==> src/rtl/fc_ibuf_sliced_if.sv <==
`default_nettype none
// ============================================================================
// Module   : fc_ibuf_sliced_if
// Brief    : Handshake and bus bundle for the bit-sliced FC input buffer.
//            The slave modport is the buffer side. The master modport is the
//            producer/consumer side.
// Revision : 1.0 - initial release
// ============================================================================
interface fc_ibuf_sliced_if #(
  parameter int DATA_SIZE       = 8,
  parameter int SLICE_BITS      = 1,
  parameter int NUM_CHANNELS    = 2,
  parameter int H_CIM_TILES_IN  = 4,
  parameter int FIFO_LENGTH     = 16,
  parameter int BUS_WIDTH       = 16,
  parameter int V_CIM_TILES_OUT = 1
);
  localparam int E          = FIFO_LENGTH * H_CIM_TILES_IN * NUM_CHANNELS;
  localparam int OUT_W      = BUS_WIDTH * V_CIM_TILES_OUT;
  localparam int NUM_SLICES = DATA_SIZE / SLICE_BITS;
  localparam int NUM_ADDR   = (E * SLICE_BITS + OUT_W - 1) / OUT_W;
  localparam int ADDR_W     = (NUM_ADDR > 1) ? $clog2(NUM_ADDR) : 1;
  localparam int SLICE_W    = (NUM_SLICES > 1) ? $clog2(NUM_SLICES) : 1;

  logic                                                         i_flush;
  logic                                                         i_wr_valid;
  logic                                                         o_wr_ready;
  logic [H_CIM_TILES_IN-1:0][NUM_CHANNELS-1:0][DATA_SIZE-1:0]   i_wr_data;
  logic                                                         o_rd_valid;
  logic                                                         i_rd_ready;
  logic [OUT_W-1:0]                                             o_rd_data;
  logic [ADDR_W-1:0]                                            o_rd_addr;
  logic [SLICE_W-1:0]                                           o_rd_slice;
  logic                                                         o_rd_last;

  modport slave (
    input  i_flush, i_wr_valid, i_wr_data, i_rd_ready,
    output o_wr_ready, o_rd_valid, o_rd_data, o_rd_addr, o_rd_slice, o_rd_last
  );

  modport master (
    output i_flush, i_wr_valid, i_wr_data, i_rd_ready,
    input  o_wr_ready, o_rd_valid, o_rd_data, o_rd_addr, o_rd_slice, o_rd_last
  );
endinterface
`default_nettype wire

==> src/rtl/fc_ibuf_sliced.sv <==
`default_nettype none
// ============================================================================
// Module   : fc_ibuf_sliced
// Brief    : FC input buffer. Collects FIFO_LENGTH column beats, then streams
//            the activations bit-sliced as OUT_W-bit words to the crossbar.
//            Optional macro IBUF_MSB_FIRST_EN emits slices MSB-first.
// Revision : 1.0 - initial release
// ============================================================================
module fc_ibuf_sliced #(
  parameter int DATA_SIZE       = 8,
  parameter int SLICE_BITS      = 1,
  parameter int NUM_CHANNELS    = 2,
  parameter int H_CIM_TILES_IN  = 4,
  parameter int FIFO_LENGTH     = 16,
  parameter int BUS_WIDTH       = 16,
  parameter int V_CIM_TILES_OUT = 1
) (
  input  logic           clk,
  input  logic           rst,
  fc_ibuf_sliced_if.slave bus
);
  localparam int E          = FIFO_LENGTH * H_CIM_TILES_IN * NUM_CHANNELS;
  localparam int OUT_W      = BUS_WIDTH * V_CIM_TILES_OUT;
  localparam int NUM_SLICES = DATA_SIZE / SLICE_BITS;
  localparam int NUM_ADDR   = (E * SLICE_BITS + OUT_W - 1) / OUT_W;
  localparam int FLAT_W     = NUM_ADDR * OUT_W;
  localparam int ELEM_BITS  = E * SLICE_BITS;
  localparam int ADDR_W     = (NUM_ADDR > 1) ? $clog2(NUM_ADDR) : 1;
  localparam int SLICE_W    = (NUM_SLICES > 1) ? $clog2(NUM_SLICES) : 1;
  localparam int WP_W       = (FIFO_LENGTH > 1) ? $clog2(FIFO_LENGTH) : 1;

  // A last-value of 0 makes the matching counter stay at 0 (degenerate case).
  localparam logic [ADDR_W-1:0]  c_ADDR_LAST  = ADDR_W'(NUM_ADDR - 1);
  localparam logic [SLICE_W-1:0] c_SLICE_LAST = SLICE_W'(NUM_SLICES - 1);
  localparam logic [WP_W-1:0]    c_WP_LAST    = WP_W'(FIFO_LENGTH - 1);

  typedef logic [H_CIM_TILES_IN-1:0][NUM_CHANNELS-1:0][DATA_SIZE-1:0] beat_t;
  typedef enum logic [0:0] {FILL = 1'b0, STREAM = 1'b1} state_t;

  state_t              state_q, state_d;
  logic [WP_W-1:0]     wr_ptr_q, wr_ptr_d;
  logic [ADDR_W-1:0]   addr_q, addr_d;
  logic [SLICE_W-1:0]  slice_q, slice_d;
  beat_t               mem_q [FIFO_LENGTH];

  logic                wr_ready;
  logic                rd_valid;
  logic                wr_fire;
  logic                rd_fire;
  logic                wr_en;
  logic [SLICE_W-1:0]  slice_phys;
  logic [31:0]         elem_shamt;
  logic [31:0]         word_shamt;
  logic [FLAT_W-1:0]   flat;
  logic [OUT_W-1:0]    word;

  assign wr_ready = (state_q == FILL);
  assign rd_valid = (state_q == STREAM);
  assign wr_fire  = bus.i_wr_valid && wr_ready;
  assign rd_fire  = rd_valid && bus.i_rd_ready;
  // A flush drops any beat arriving in the same cycle.
  assign wr_en    = wr_fire && !bus.i_flush;

`ifdef IBUF_MSB_FIRST_EN
  assign slice_phys = c_SLICE_LAST - slice_q;
`else
  assign slice_phys = slice_q;
`endif

  // Flat slice vector: each element contributes SLICE_BITS bits taken from
  // its physical slice, placed at element index e=(k*NC+j)*H+i.
  assign elem_shamt = 32'(slice_phys) * 32'(SLICE_BITS);

  for (genvar k = 0; k < FIFO_LENGTH; k++) begin : g_col
    for (genvar j = 0; j < NUM_CHANNELS; j++) begin : g_chan
      for (genvar i = 0; i < H_CIM_TILES_IN; i++) begin : g_tile
        localparam int EI = (k * NUM_CHANNELS + j) * H_CIM_TILES_IN + i;
        assign flat[EI*SLICE_BITS +: SLICE_BITS] = SLICE_BITS'(mem_q[k][i][j] >> elem_shamt);
      end
    end
  end

  if (FLAT_W > ELEM_BITS) begin : g_pad
    assign flat[FLAT_W-1:ELEM_BITS] = '0;
  end

  assign word_shamt = 32'(addr_q) * 32'(OUT_W);
  assign word       = OUT_W'(flat >> word_shamt);

  assign bus.o_wr_ready = wr_ready;
  assign bus.o_rd_valid = rd_valid;
  assign bus.o_rd_data  = rd_valid ? word : '0;
  assign bus.o_rd_addr  = addr_q;
  // Slice index is only meaningful while streaming; it reads 0 otherwise.
  assign bus.o_rd_slice = rd_valid ? slice_phys : '0;
  assign bus.o_rd_last  = rd_valid && (addr_q == c_ADDR_LAST) && (slice_q == c_SLICE_LAST);

  // Next-state and sequencing counters; flush overrides every handshake.
  always_comb begin
    state_d  = state_q;
    wr_ptr_d = wr_ptr_q;
    addr_d   = addr_q;
    slice_d  = slice_q;
    if (bus.i_flush) begin
      state_d  = FILL;
      wr_ptr_d = '0;
      addr_d   = '0;
      slice_d  = '0;
    end else begin
      case (state_q)
        FILL: begin
          if (wr_fire) begin
            if (wr_ptr_q == c_WP_LAST) begin
              wr_ptr_d = '0;
              state_d  = STREAM;
            end else begin
              wr_ptr_d = wr_ptr_q + WP_W'(1);
            end
          end
        end
        STREAM: begin
          if (rd_fire) begin
            if (addr_q == c_ADDR_LAST) begin
              addr_d = '0;
              if (slice_q == c_SLICE_LAST) begin
                slice_d = '0;
                state_d = FILL;
              end else begin
                slice_d = slice_q + SLICE_W'(1);
              end
            end else begin
              addr_d = addr_q + ADDR_W'(1);
            end
          end
        end
        default: state_d = FILL;
      endcase
    end
  end

  // Control registers, cleared asynchronously.
  always_ff @(posedge clk or posedge rst) begin
    if (rst) begin
      state_q  <= FILL;
      wr_ptr_q <= '0;
      addr_q   <= '0;
      slice_q  <= '0;
    end else begin
      state_q  <= state_d;
      wr_ptr_q <= wr_ptr_d;
      addr_q   <= addr_d;
      slice_q  <= slice_d;
    end
  end

  // Activation storage; not reset, contents are qualified by the FSM.
  always_ff @(posedge clk) begin
    if (wr_en) begin
      mem_q[wr_ptr_q] <= bus.i_wr_data;
    end
  end
endmodule
`default_nettype wire

==> src/flat_wrapper.sv <==
// flat-port wrapper written by rule: the top's interface ports become plain ports
module fc_ibuf_sliced_flat 
#(
  parameter int DATA_SIZE       = 8,
  parameter int SLICE_BITS      = 1,
  parameter int NUM_CHANNELS    = 2,
  parameter int H_CIM_TILES_IN  = 4,
  parameter int FIFO_LENGTH     = 16,
  parameter int BUS_WIDTH       = 16,
  parameter int V_CIM_TILES_OUT = 1
)
  (clk, rst, bus_i_flush, bus_i_wr_valid, bus_i_wr_data, bus_i_rd_ready, bus_o_wr_ready, bus_o_rd_valid, bus_o_rd_data, bus_o_rd_addr, bus_o_rd_slice, bus_o_rd_last);
  fc_ibuf_sliced_if #(.DATA_SIZE(DATA_SIZE), .SLICE_BITS(SLICE_BITS), .NUM_CHANNELS(NUM_CHANNELS), .H_CIM_TILES_IN(H_CIM_TILES_IN), .FIFO_LENGTH(FIFO_LENGTH), .BUS_WIDTH(BUS_WIDTH), .V_CIM_TILES_OUT(V_CIM_TILES_OUT)) bus_i ();
  input  logic clk;
  input  logic rst;
  input wire logic [$bits(bus_i.i_flush)-1:0] bus_i_flush;
  input wire logic [$bits(bus_i.i_wr_valid)-1:0] bus_i_wr_valid;
  input wire logic [$bits(bus_i.i_wr_data)-1:0] bus_i_wr_data;
  input wire logic [$bits(bus_i.i_rd_ready)-1:0] bus_i_rd_ready;
  output wire logic [$bits(bus_i.o_wr_ready)-1:0] bus_o_wr_ready;
  output wire logic [$bits(bus_i.o_rd_valid)-1:0] bus_o_rd_valid;
  output wire logic [$bits(bus_i.o_rd_data)-1:0] bus_o_rd_data;
  output wire logic [$bits(bus_i.o_rd_addr)-1:0] bus_o_rd_addr;
  output wire logic [$bits(bus_i.o_rd_slice)-1:0] bus_o_rd_slice;
  output wire logic [$bits(bus_i.o_rd_last)-1:0] bus_o_rd_last;
  assign bus_i.i_flush = bus_i_flush;
  assign bus_i.i_wr_valid = bus_i_wr_valid;
  assign bus_i.i_wr_data = bus_i_wr_data;
  assign bus_i.i_rd_ready = bus_i_rd_ready;
  assign bus_o_wr_ready = bus_i.o_wr_ready;
  assign bus_o_rd_valid = bus_i.o_rd_valid;
  assign bus_o_rd_data = bus_i.o_rd_data;
  assign bus_o_rd_addr = bus_i.o_rd_addr;
  assign bus_o_rd_slice = bus_i.o_rd_slice;
  assign bus_o_rd_last = bus_i.o_rd_last;
  fc_ibuf_sliced #(.DATA_SIZE(DATA_SIZE), .SLICE_BITS(SLICE_BITS), .NUM_CHANNELS(NUM_CHANNELS), .H_CIM_TILES_IN(H_CIM_TILES_IN), .FIFO_LENGTH(FIFO_LENGTH), .BUS_WIDTH(BUS_WIDTH), .V_CIM_TILES_OUT(V_CIM_TILES_OUT)) u_core (.clk(clk), .rst(rst), .bus(bus_i));
endmodule
==> config.mk <==
export PLATFORM = sky130hd
export DESIGN_NAME = fc_ibuf_sliced_flat
export DESIGN_NICKNAME = d
export VERILOG_FILES = /design/src/rtl/fc_ibuf_sliced_if.sv /design/src/rtl/fc_ibuf_sliced.sv /design/src/flat_wrapper.sv
export SDC_FILE = /design/constraint.sdc
export NUM_CORES = 1
export LEC_CHECK = 0
export CORE_AREA = 2 2 317 288
export DETAILED_ROUTE_END_ITERATION = 16
export DIE_AREA = 0 0 319 290
export PLACE_DENSITY = 0.69
export SLEW_MARGIN = 0
export SYNTH_ARGS = -nofsm -noshare
export SYNTH_HDL_FRONTEND = slang
export SYNTH_SLANG_ARGS = --single-unit
export TNS_END_PERCENT = 30
==> constraint.sdc <==
create_clock -name clk -period 22.8 [get_ports clk]
set_input_delay 2.28 -clock clk [delete_from_list [all_inputs] [get_ports clk]]
set_output_delay 2.28 -clock clk [all_outputs]
set_load 0.01 [all_outputs]
## Word level (Yosys, flattened, before mapping)

Memory sizes are Yosys's and may differ from the RTL's.
Cells that the tools add are included.
W data, S select, Z words.

| cells by class | value |
|---|---|
| add/subtract/negate cells | 3 |
| reduce and logical (&&, ||, !) cells | 13 |
| bitwise gates (word level) | 1 |
| multiplexer cells | 24 |
| equality and inequality tests | 4 |
| shift-type cells | 129 |

Operator list:

| operator | number |
|---|---|
| $shr A8 B3 Y1 | 128 |
| $shr A128 B7 Y16 | 1 |
| $mux W3 | 10 |
| $mux W16 | 1 |
| $mux W4 | 4 |
| $mux W1 | 8 |
| $reduce_bool A2 Y1 | 4 |
| $add A3 B1 Y3 const B | 2 |
| $eq A3 B3 Y1 const B | 2 |
| $logic_and A1 B1 Y1 | 5 |
| $add A4 B1 Y4 const B | 1 |
| $eq A4 B4 Y1 const B | 1 |
| $reduce_and A2 Y1 | 2 |
| $reduce_and A3 Y1 | 1 |
| $ne A2 B2 Y1 const B | 1 |
| $pmux W1 S2 | 1 |
| $logic_not A1 Y1 | 1 |
| $not A1 Y1 | 1 |

| word-level totals | value |
|---|---|
| memories kept | 1 |
| bits of input ports | 69 |
| bits in writable memories | 1024 |
| output and inout bits | 25 |
| word-level logic and storage cells | 179 |
| bits in registers | 11 |

Memory list:

| name | depth | bits a word | rd ports | clocked after memory_dff | wr ports | RTL line | source |
|---|---|---|---|---|---|---|---|
| u_core.mem_q | 16 | 64 | 16 | 0 | 1 | fc_ibuf_sliced.sv:44 | `beat_t mem_q [FIFO_LENGTH];` |

## Depth between registers and ports, before layout

Gate-level depths: netlist of run 1.

| logic depth | value |
|---|---|
| depth after elaboration | 6 |
| mapped depth | 10 |
| mapped depth without buffers | 6 |

## Worst setup path after synthesis of run 1

Ideal clock, no wire load.

| timing | value |
|---|---|
| path type | input to register |
| start | input port bus_i_wr_valid |
| end | memory u_core.mem_q[0][0] (netlist name), enable pin |
| library setup time | 0.644 ns |
| arrival time | 8.514 ns |
| path buffers | 0 |
| cell stages on the path | 2 |
| path slack | 13.642 ns |
| data required time | 22.156 ns |
| path through | nand2_1 > nor4_1 |

| on the way | value |
|---|---|
| longest elaborated chain between the ends | 4 |

Ends and longest elaborated chain:

| element | RTL line | source |
|---|---|---|
| start: declaration | flat_wrapper.sv:17 | `input wire logic [$bits(bus_i.i_wr_valid)-1:0] bus_i_wr_valid;` |
| $logic_and A1 B1 Y1 | fc_ibuf_sliced.sv:59 | `assign wr_fire = bus.i_wr_valid && wr_ready;` |
| $logic_and A1 B1 Y1 | fc_ibuf_sliced.sv:62 | `assign wr_en = wr_fire && !bus.i_flush;` |
| $mux W1 | fc_ibuf_sliced.sv:158 | `if (wr_en) begin` |
| $mux W1 (not written as such) | fc_ibuf_sliced.sv:159 | `mem_q[wr_ptr_q] <= bus.i_wr_data;` |
| end: declaration | fc_ibuf_sliced.sv:44 |  |

Every way passes these cells.

## Worst setup path after layout of run 1

| timing | value |
|---|---|
| start | register u_core.slice_q[0], in the netlist u_core.slice_phys[0] |
| end | output port bus_o_rd_data[12] |

| on the way | value |
|---|---|
| longest elaborated chain between the ends | 3 |
| elaborated cells on any way between the ends | 10 |
| classes of those cells | shift: 9; mux: 1 |

Ends and longest elaborated chain:

| element | RTL line | source |
|---|---|---|
| start: declaration | fc_ibuf_sliced.sv:43 | `logic [SLICE_W-1:0] slice_q, slice_d;` |
| start signal: assignment | fc_ibuf_sliced.sv:152 | `slice_q <= slice_d;` |
| $shr A8 B3 Y1 | fc_ibuf_sliced.sv:78 | `assign flat[EI*SLICE_BITS +: SLICE_BITS] = SLICE_BITS'(mem_q[k][i][j] >> elem_shamt);` |
| $shr A128 B7 Y16 * | fc_ibuf_sliced.sv:88 | `assign word = OUT_W'(flat >> word_shamt);` |
| $mux W16 * | fc_ibuf_sliced.sv:92 | `assign bus.o_rd_data = rd_valid ? word : '0;` |
| end: declaration | flat_wrapper.sv:22 | `output wire logic [$bits(bus_i.o_rd_data)-1:0] bus_o_rd_data;` |

Every way passes the cells marked *; elsewhere a longest branch is shown, timed or not.

==> results of run 1 <==
[state kept, by name (all words and copies together), names as in the netlist]
signal / flops
u_core.bus.o_rd_addr: 3
u_core.bus.o_rd_valid: 1
u_core.mem_q: 1024
u_core.slice_phys: 3
u_core.wr_ptr_q: 4
[metrics by stage]
step	worst slack, ps	power [µW]	util [%]
floorplan	13640	2160	-
global placement	15610	2220	47.4
detailed placement	15560	2220	47.4
CTS	14840	3810	51.0
global route	14500	3890	51.0
finish	14940	3790	51.0
[cell type report]
| class | instances | area, µm² |
|---|---|---|
| Multi-Input combinational cell | 630 | 8440 |
| Tap cell | 1166 | 1460 |
| Inverter | 4 | 15.0 |
| Fill cell | 6819 | 43600 |
| Timing Repair Buffer | 129 | 1210 |
| Clock inverter | 60 | 636 |
| Clock buffer | 118 | 2560 |
| Sequential cell | 1035 | 31000 |
[worst reg2reg max path: cells and delay by family (launching register included)]
kind                   cells  cell delay (ps)
buffers and inverters      1              590
DFF                        1              550
and+or+nand+nor            3             1510
[path summary, 6_finish.rpt]
path / end / slack, ps / cells past startpoint
setup / recovery: bus_o_rd_data[12] / 14940 / 8
hold / removal: u_core.wr_ptr_q[1] / 650 / 2
setup reg to reg: u_core.mem_q[14][50] / 19770 / 4
hold reg to reg: u_core.wr_ptr_q[1] / 650 / 2
max in group asynchronous: u_core.slice_phys[1] / 20550 / 2
min in group asynchronous: u_core.wr_ptr_q[1] / 1920 / 2
[placed cells by master (no fill, tap or decap), types with 18 or more instances in the layout]
cell type | synthesis | routed
clkinv_2 | 0 | 18
o22ai_1 | 21 | 21
nor2_1 | 33 | 19
o211ai_1 | 19 | 19
mux2i_1 | 110 | 110
a22oi_1 | 26 | 26
clkbuf_1 | 29 | 18
nand2_1 | 23 | 23
buf_4 | 19 | 35
o21ai_0 | 35 | 35
mux4_2 | 239 | 239
clkbuf_16 | 0 | 99
clkinv_1 | 0 | 20
edfxtp_1 | 1024 | 1024
clkdlybuf4s50_1 | 0 | 93
[power groups by stage]
stage               Sequential [µW]  Clock (µW)  Combinational (µW)
finish                         2110        1610                67.3
global route                   2110        1710                71.5
floorplan                      2150           0                12.1
detailed placement             2150           0                67.9
global placement               2150           0                66.9
CTS                            2110        1640                68.1
[layer usage]
metal  part of all wire (%)  global-route usage (%)  wire, µm
met3                    6.7                    3.11      5890
met4                    2.0                    5.22      1810
met1                     39                    25.0     34800
met2                     52                    33.3     46000
met5                      0                       0         0
[cells by family (layout without fill, tap and decap cells)]
family	Yosys count	after routing	synth area share [%]
flip-flops	1035	1035	77.7
adder cells (fa/ha/maj)	8	8	0.251
XOR/XNOR	2	2	0.0439
buffers and inverters	98	311	1.48
AND/OR/NAND/NOR	107	107	1.33
multiplexers	366	366	16.7
AO/OA/AOI/OAI	147	147	2.47
==> summary.md, run 1 <==
| Metric | Value |
|---|---|
| First-pass GRT wire length | `130000 µm` |
| Int Power | `3060 µW` |
| Net Sw Frac | `19.3%` |
| Vias/cell | `5.96` |
| Startpoint Class | `flip-flop` |
| Synth Cell Area | `0.0399 mm²` |
| Layout Skew | `17.0 ps` |
| Worst-path maximum fanout | `51` |
| Initial DRC count | `1997` |
| Num rows | `104` |
| RSZ-0062 raised after global routing | `false` |
| Post-cts resize count | `0` |
| Gate power share | `1.8%` |
| DP Area | `0.0422 mm²` |
| TNS Setup | `0 ps` |
| Hold Path Class | `flip-flop to flip-flop` |
| Syn Inst Count | `1763` |
| Cell area after layout | `0.0454 mm²` |
| Max Root-Sink Buffers | `3` |
| CP cell instances | `buf_4, buf_4, mux4_2, mux2_2, o22ai_1, a311oi_1, a31o_2, clkdlybuf4s50_1` |
| FFs w/ async S/R, synth | `1.06%` |
| Worst-path clk slew | `60 ps` |
| CTS tree | `built` |
| Sink Count | `1035` |
| Worst-Margin Slew | `1270 ps` |
| HP Start | `u_core.wr_ptr_q[1]` |
| Post-synth top cells | `edfxtp_1, mux4_2, mux2i_1` |
| Routed via count | `18700` |
| Seq/Total Area, Yosys | `77.7%` |
| Synth area leader | `edfxtp_1` |
| Initial Util | `44.9%` |
| Die Height | `290 µm` |
| Top cell type's share of synthesized area | `77.0%` |
| Hold-fix buffer count after cts | `0` |
| Yosys warns | `0` |
| RR Startpoint | `u_core.bus.o_rd_valid` |
| Area grow syn2layout | `13.6%` |
| Routed WL | `88400 µm` |
| LEAKAGE | `0.0134 µW` |
| Max stage delay on crit path | `1120 ps` |
| GR Overflow Total | `0` |
| Fmax | `127 MHz` |
| Critical path class | `flip-flop to output port` |
| Cell mode on critical path | `buf_4` |
| Clock share of power | `42.6%` |
| Largest net degree at the start of global routing | `121` |
| Final Critical Period | `7860 ps` |
| EDFF count, synth | `1024` |
| Switching pwr | `732 µW` |
| H-tree Lvls | `3` |
| Crit path DAT | `5580 ps` |
| Layout cell share with drive strength beyond 1 | `23.4%` |
| Max cap viols | `0` |
| Setup crit start | `u_core.slice_phys[0]` |
| Final setup fails | `0` |
| Synth top area cells | `edfxtp_1, mux4_2, mux2i_1` |
| Clk Tree Root Cell | `clkbuf_16` |
| Post-Syn Area per Cell | `22.6 µm²` |
| Slew Viols, Final | `0` |
| Remaining DRCs | `0` |
| Dpl hpwl | `47100 µm` |
| Status | `complete, no violations` |
| N_diodes | `0` |
| Routed len/inst | `28.1 µm` |
| Most common cell in the netlist | `edfxtp_1` |
| Die Area | `0.0925 mm²` |
| Part of the power in registers | `55.7%` |
| Power density cells | `83.6 mW/mm²` |
| Num CTS Buffers | `97` |
| Finished Layout Cells | `3142` |
| Die width | `319 µm` |
| Final Wtd Congestion | `0.768` |
| Peak VDD IR | `0.0584 mV` |
| Crit share post-route | `34.5%` |
| Tot GR Track Use | `19.1%` |
| CP max-delay cell | `dfrtp_4` |
| Post-route antenna net violation count | `0` |
| Core area | `0.0890 mm²` |
| Primary FF master, synth | `edfxtp_1` |
| Mapped Nets | `1840` |
| Hold WS | `650 ps` |
| DP Cell Count | `2964` |
| Vias in the first global route | `19600` |
| Buf+Inv Stages, Crit Path | `3` |
| Netlist cell types | `49` |
| Final nets | `1974` |
| Number of port buffers | `93` |
| Io pins | `94` |
| Worst Setup End Kind | `output port` |
| Initial antenna violation count | `0` |
| Slew Limit Headroom | `15.1%` |
| CP required | `20520 ps` |
| Hold Fails Final Rpt | `0` |
| Postcts setup bufs | `0` |
| Clk_lat worst skew | `670 ps` |
| Drt pass-1 iters | `5` |
| Synth Register Bits | `1035` |
| CP delay by family, top | `buffers and inverters` |
No activity file was read; power rests on OpenSTA's default activity.
==> inputs of run 2 (changes only) <==
- PLACE_DENSITY: 0.69 -> 0.71
- clock period: 22.8 -> 7.15 ns (I/O delays scaled with it)
==> summary.md, run 2 (same netlist as run 1, synthesis figures left out) <==
| Metric | Value |
|---|---|
| Max Root-Sink Buffers | `3` |
| Final Critical Period | `5210 ps` |
| Slew Limit Headroom | `20.4%` |
| Post-cts resize count | `0` |
| Net Sw Frac | `19.2%` |
| Layout Skew | `18.0 ps` |
| Max reg flops | `1024` |
| Sink Count | `1035` |
| Number of port buffers | `93` |
| Startpoint Class | `flip-flop` |
| Core area | `0.0890 mm²` |
| Tot GR Track Use | `19.1%` |
| Post-route antenna net violation count | `0` |
| Critical path class | `flip-flop to output port` |
| Finished Layout Cells | `3148` |
| Peak VDD IR | `0.184 mV` |
| Power density cells | `268 mW/mm²` |
| Worst-path clk slew | `60 ps` |
| Met3 Routed Length | `5500 µm` |
| H-tree Lvls | `3` |
| Num CTS Buffers | `101` |
| RSZ-0062 raised after global routing | `false` |
| Metal-1 WL | `36000 µm` |
| Largest regs | `u_core.mem_q x1024, u_core.wr_ptr_q x4` |
| Clock share of power | `43.0%` |
| Die Height | `290 µm` |
| Gate power share | `1.8%` |
| Dpl hpwl | `47200 µm` |
| Hold Path Class | `primary input to asynchronous set/reset pin` |
| Clk_lat worst skew | `650 ps` |
| Area grow syn2layout | `13.9%` |
| Remaining DRCs | `0` |
| Num rows | `104` |
| Final Wtd Congestion | `0.748` |
| Largest net degree at the start of global routing | `100` |
| LEAKAGE | `0.0134 µW` |
| Vias/cell | `5.97` |
| Initial DRC count | `2262` |
| Worst-Margin Slew | `1190 ps` |
| Fmax | `192 MHz` |
| Most common cell after layout, fill and taps aside | `edfxtp_1` |
| Switching pwr | `2340 µW` |
| Hold WS | `429 ps` |
| Final setup fails | `0` |
| Met2 wire len | `45100 µm` |
| Int Power | `9830 µW` |
| Hold-fix buffer count after cts | `0` |
| Drt pass-1 iters | `5` |
| Routed WL | `88500 µm` |
| N_diodes | `0` |
| Worst Setup End Kind | `output port` |
| DP Cell Count | `2967` |
| Clk Tree Root Cell | `clkbuf_16` |
| Max cap viols | `0` |
| Part of the power in registers | `55.3%` |
| Postcts setup bufs | `0` |
| Most frequent cells in the layout | `edfxtp_1, mux4_2, mux2i_1, clkbuf_16, clkdlybuf4s50_1` |
| CP required | `6430 ps` |
| TNS Setup | `0 ps` |
| Highest metal used | `met4` |
| Routed len/inst | `28.1 µm` |
| GR Overflow Total | `0` |
| Routed via count | `18800` |
| Most flop-heavy register | `u_core.mem_q` |
| Initial antenna violation count | `0` |
| Status | `complete, no violations` |
| Final-layout fill cell count | `6834` |
| Io pins | `94` |
| Worst-path maximum fanout | `49` |
| Layout cell share with drive strength beyond 1 | `23.7%` |
| Crit path DAT | `4500 ps` |
| Vias in the first global route | `19400` |
| CTS tree | `built` |
| Die Area | `0.0925 mm²` |
| Crit share post-route | `72.9%` |
| First-pass GRT wire length | `131000 µm` |
| Initial Util | `44.9%` |
| Die width | `319 µm` |
| Hold Fails Final Rpt | `0` |
| Slew Viols, Final | `0` |
| Final nets | `1981` |
==> run 2: cell types whose count changed in the layout (fill, tap and decap cells not counted), moves of 2 or more <==
cell	delta
clkbuf_16	+4
clkinv_2	+5
clkinv_1	-4
clkinv_8	-2
inv_6	+2
buf_12	+3
==> run 2: through the flow <==
stage | power (µW) | util, % | setup WS (ps) | cell area, µm²
finish | 12200 | 51.1 | 1940 | 45500
CTS | 12300 | 51.1 | 1910 | 45500
global route | 12500 | 51.1 | 1730 | 45500
detailed placement | 7070 | 47.4 | 2600 | 42200
floorplan | 6890 | - | 1210 | 39900
global placement | 7060 | 47.4 | 2600 | 42200
==> run 2: worst paths after layout <==
kind / to / slack (ps) / start / cells past startpoint
min in group clk: u_core.wr_ptr_q[1] / 640 / u_core.wr_ptr_q[1] / 2
hold / removal: u_core.wr_ptr_q[0] / 430 / rst / 2
setup reg to reg: u_core.mem_q[10][4] / 4220 / u_core.wr_ptr_q[0] / 5
max in group asynchronous: u_core.slice_phys[2] / 6270 / rst / 2
hold reg to reg: u_core.wr_ptr_q[1] / 640 / u_core.wr_ptr_q[1] / 2
setup / recovery: bus_o_rd_data[5] / 1940 / u_core.slice_phys[2] / 7
==> run 2: routing by layer <==
layer  up-vias  track usage [%]
li1       7778                -
met1     10100             26.2
met2       750             32.5
met3       128             2.83
met4         0             4.69
met5         -                0
==> run 2: power by group through the flow <==
stage / registers (µW) / clock network (µW) / logic, µW
after detailed placement: 6860 / 0 / 215
after floorplan: 6850 / 0 / 38.8
after CTS: 6730 / 5320 / 216
after global placement: 6850 / 0 / 210
after global routing: 6730 / 5530 / 228
final: 6730 / 5230 / 214
==> run 2: layout make-up <==
cell class                 instances  area (µm²)  share of cell area [%]
clock buffer                     122        2650                    5.82
clock inverter                    59         603                    1.33
inverter                           4        15.0                  0.0330
multi-input combinational        630        8440                    18.6
sequential                      1035       31000                    68.2
tap                             1166        1460                    3.21
timing repair buffer             132        1270                    2.80
==> run 2: critical path, cell delays in order, from the launching register on <==
cell	delay (ps)
dfrtp_4	790
buf_4	730
or3_1	580
o21ai_0	190
a211oi_1	290
o21ai_0	140
a2bb2oi_1	440
clkdlybuf4s50_1	640
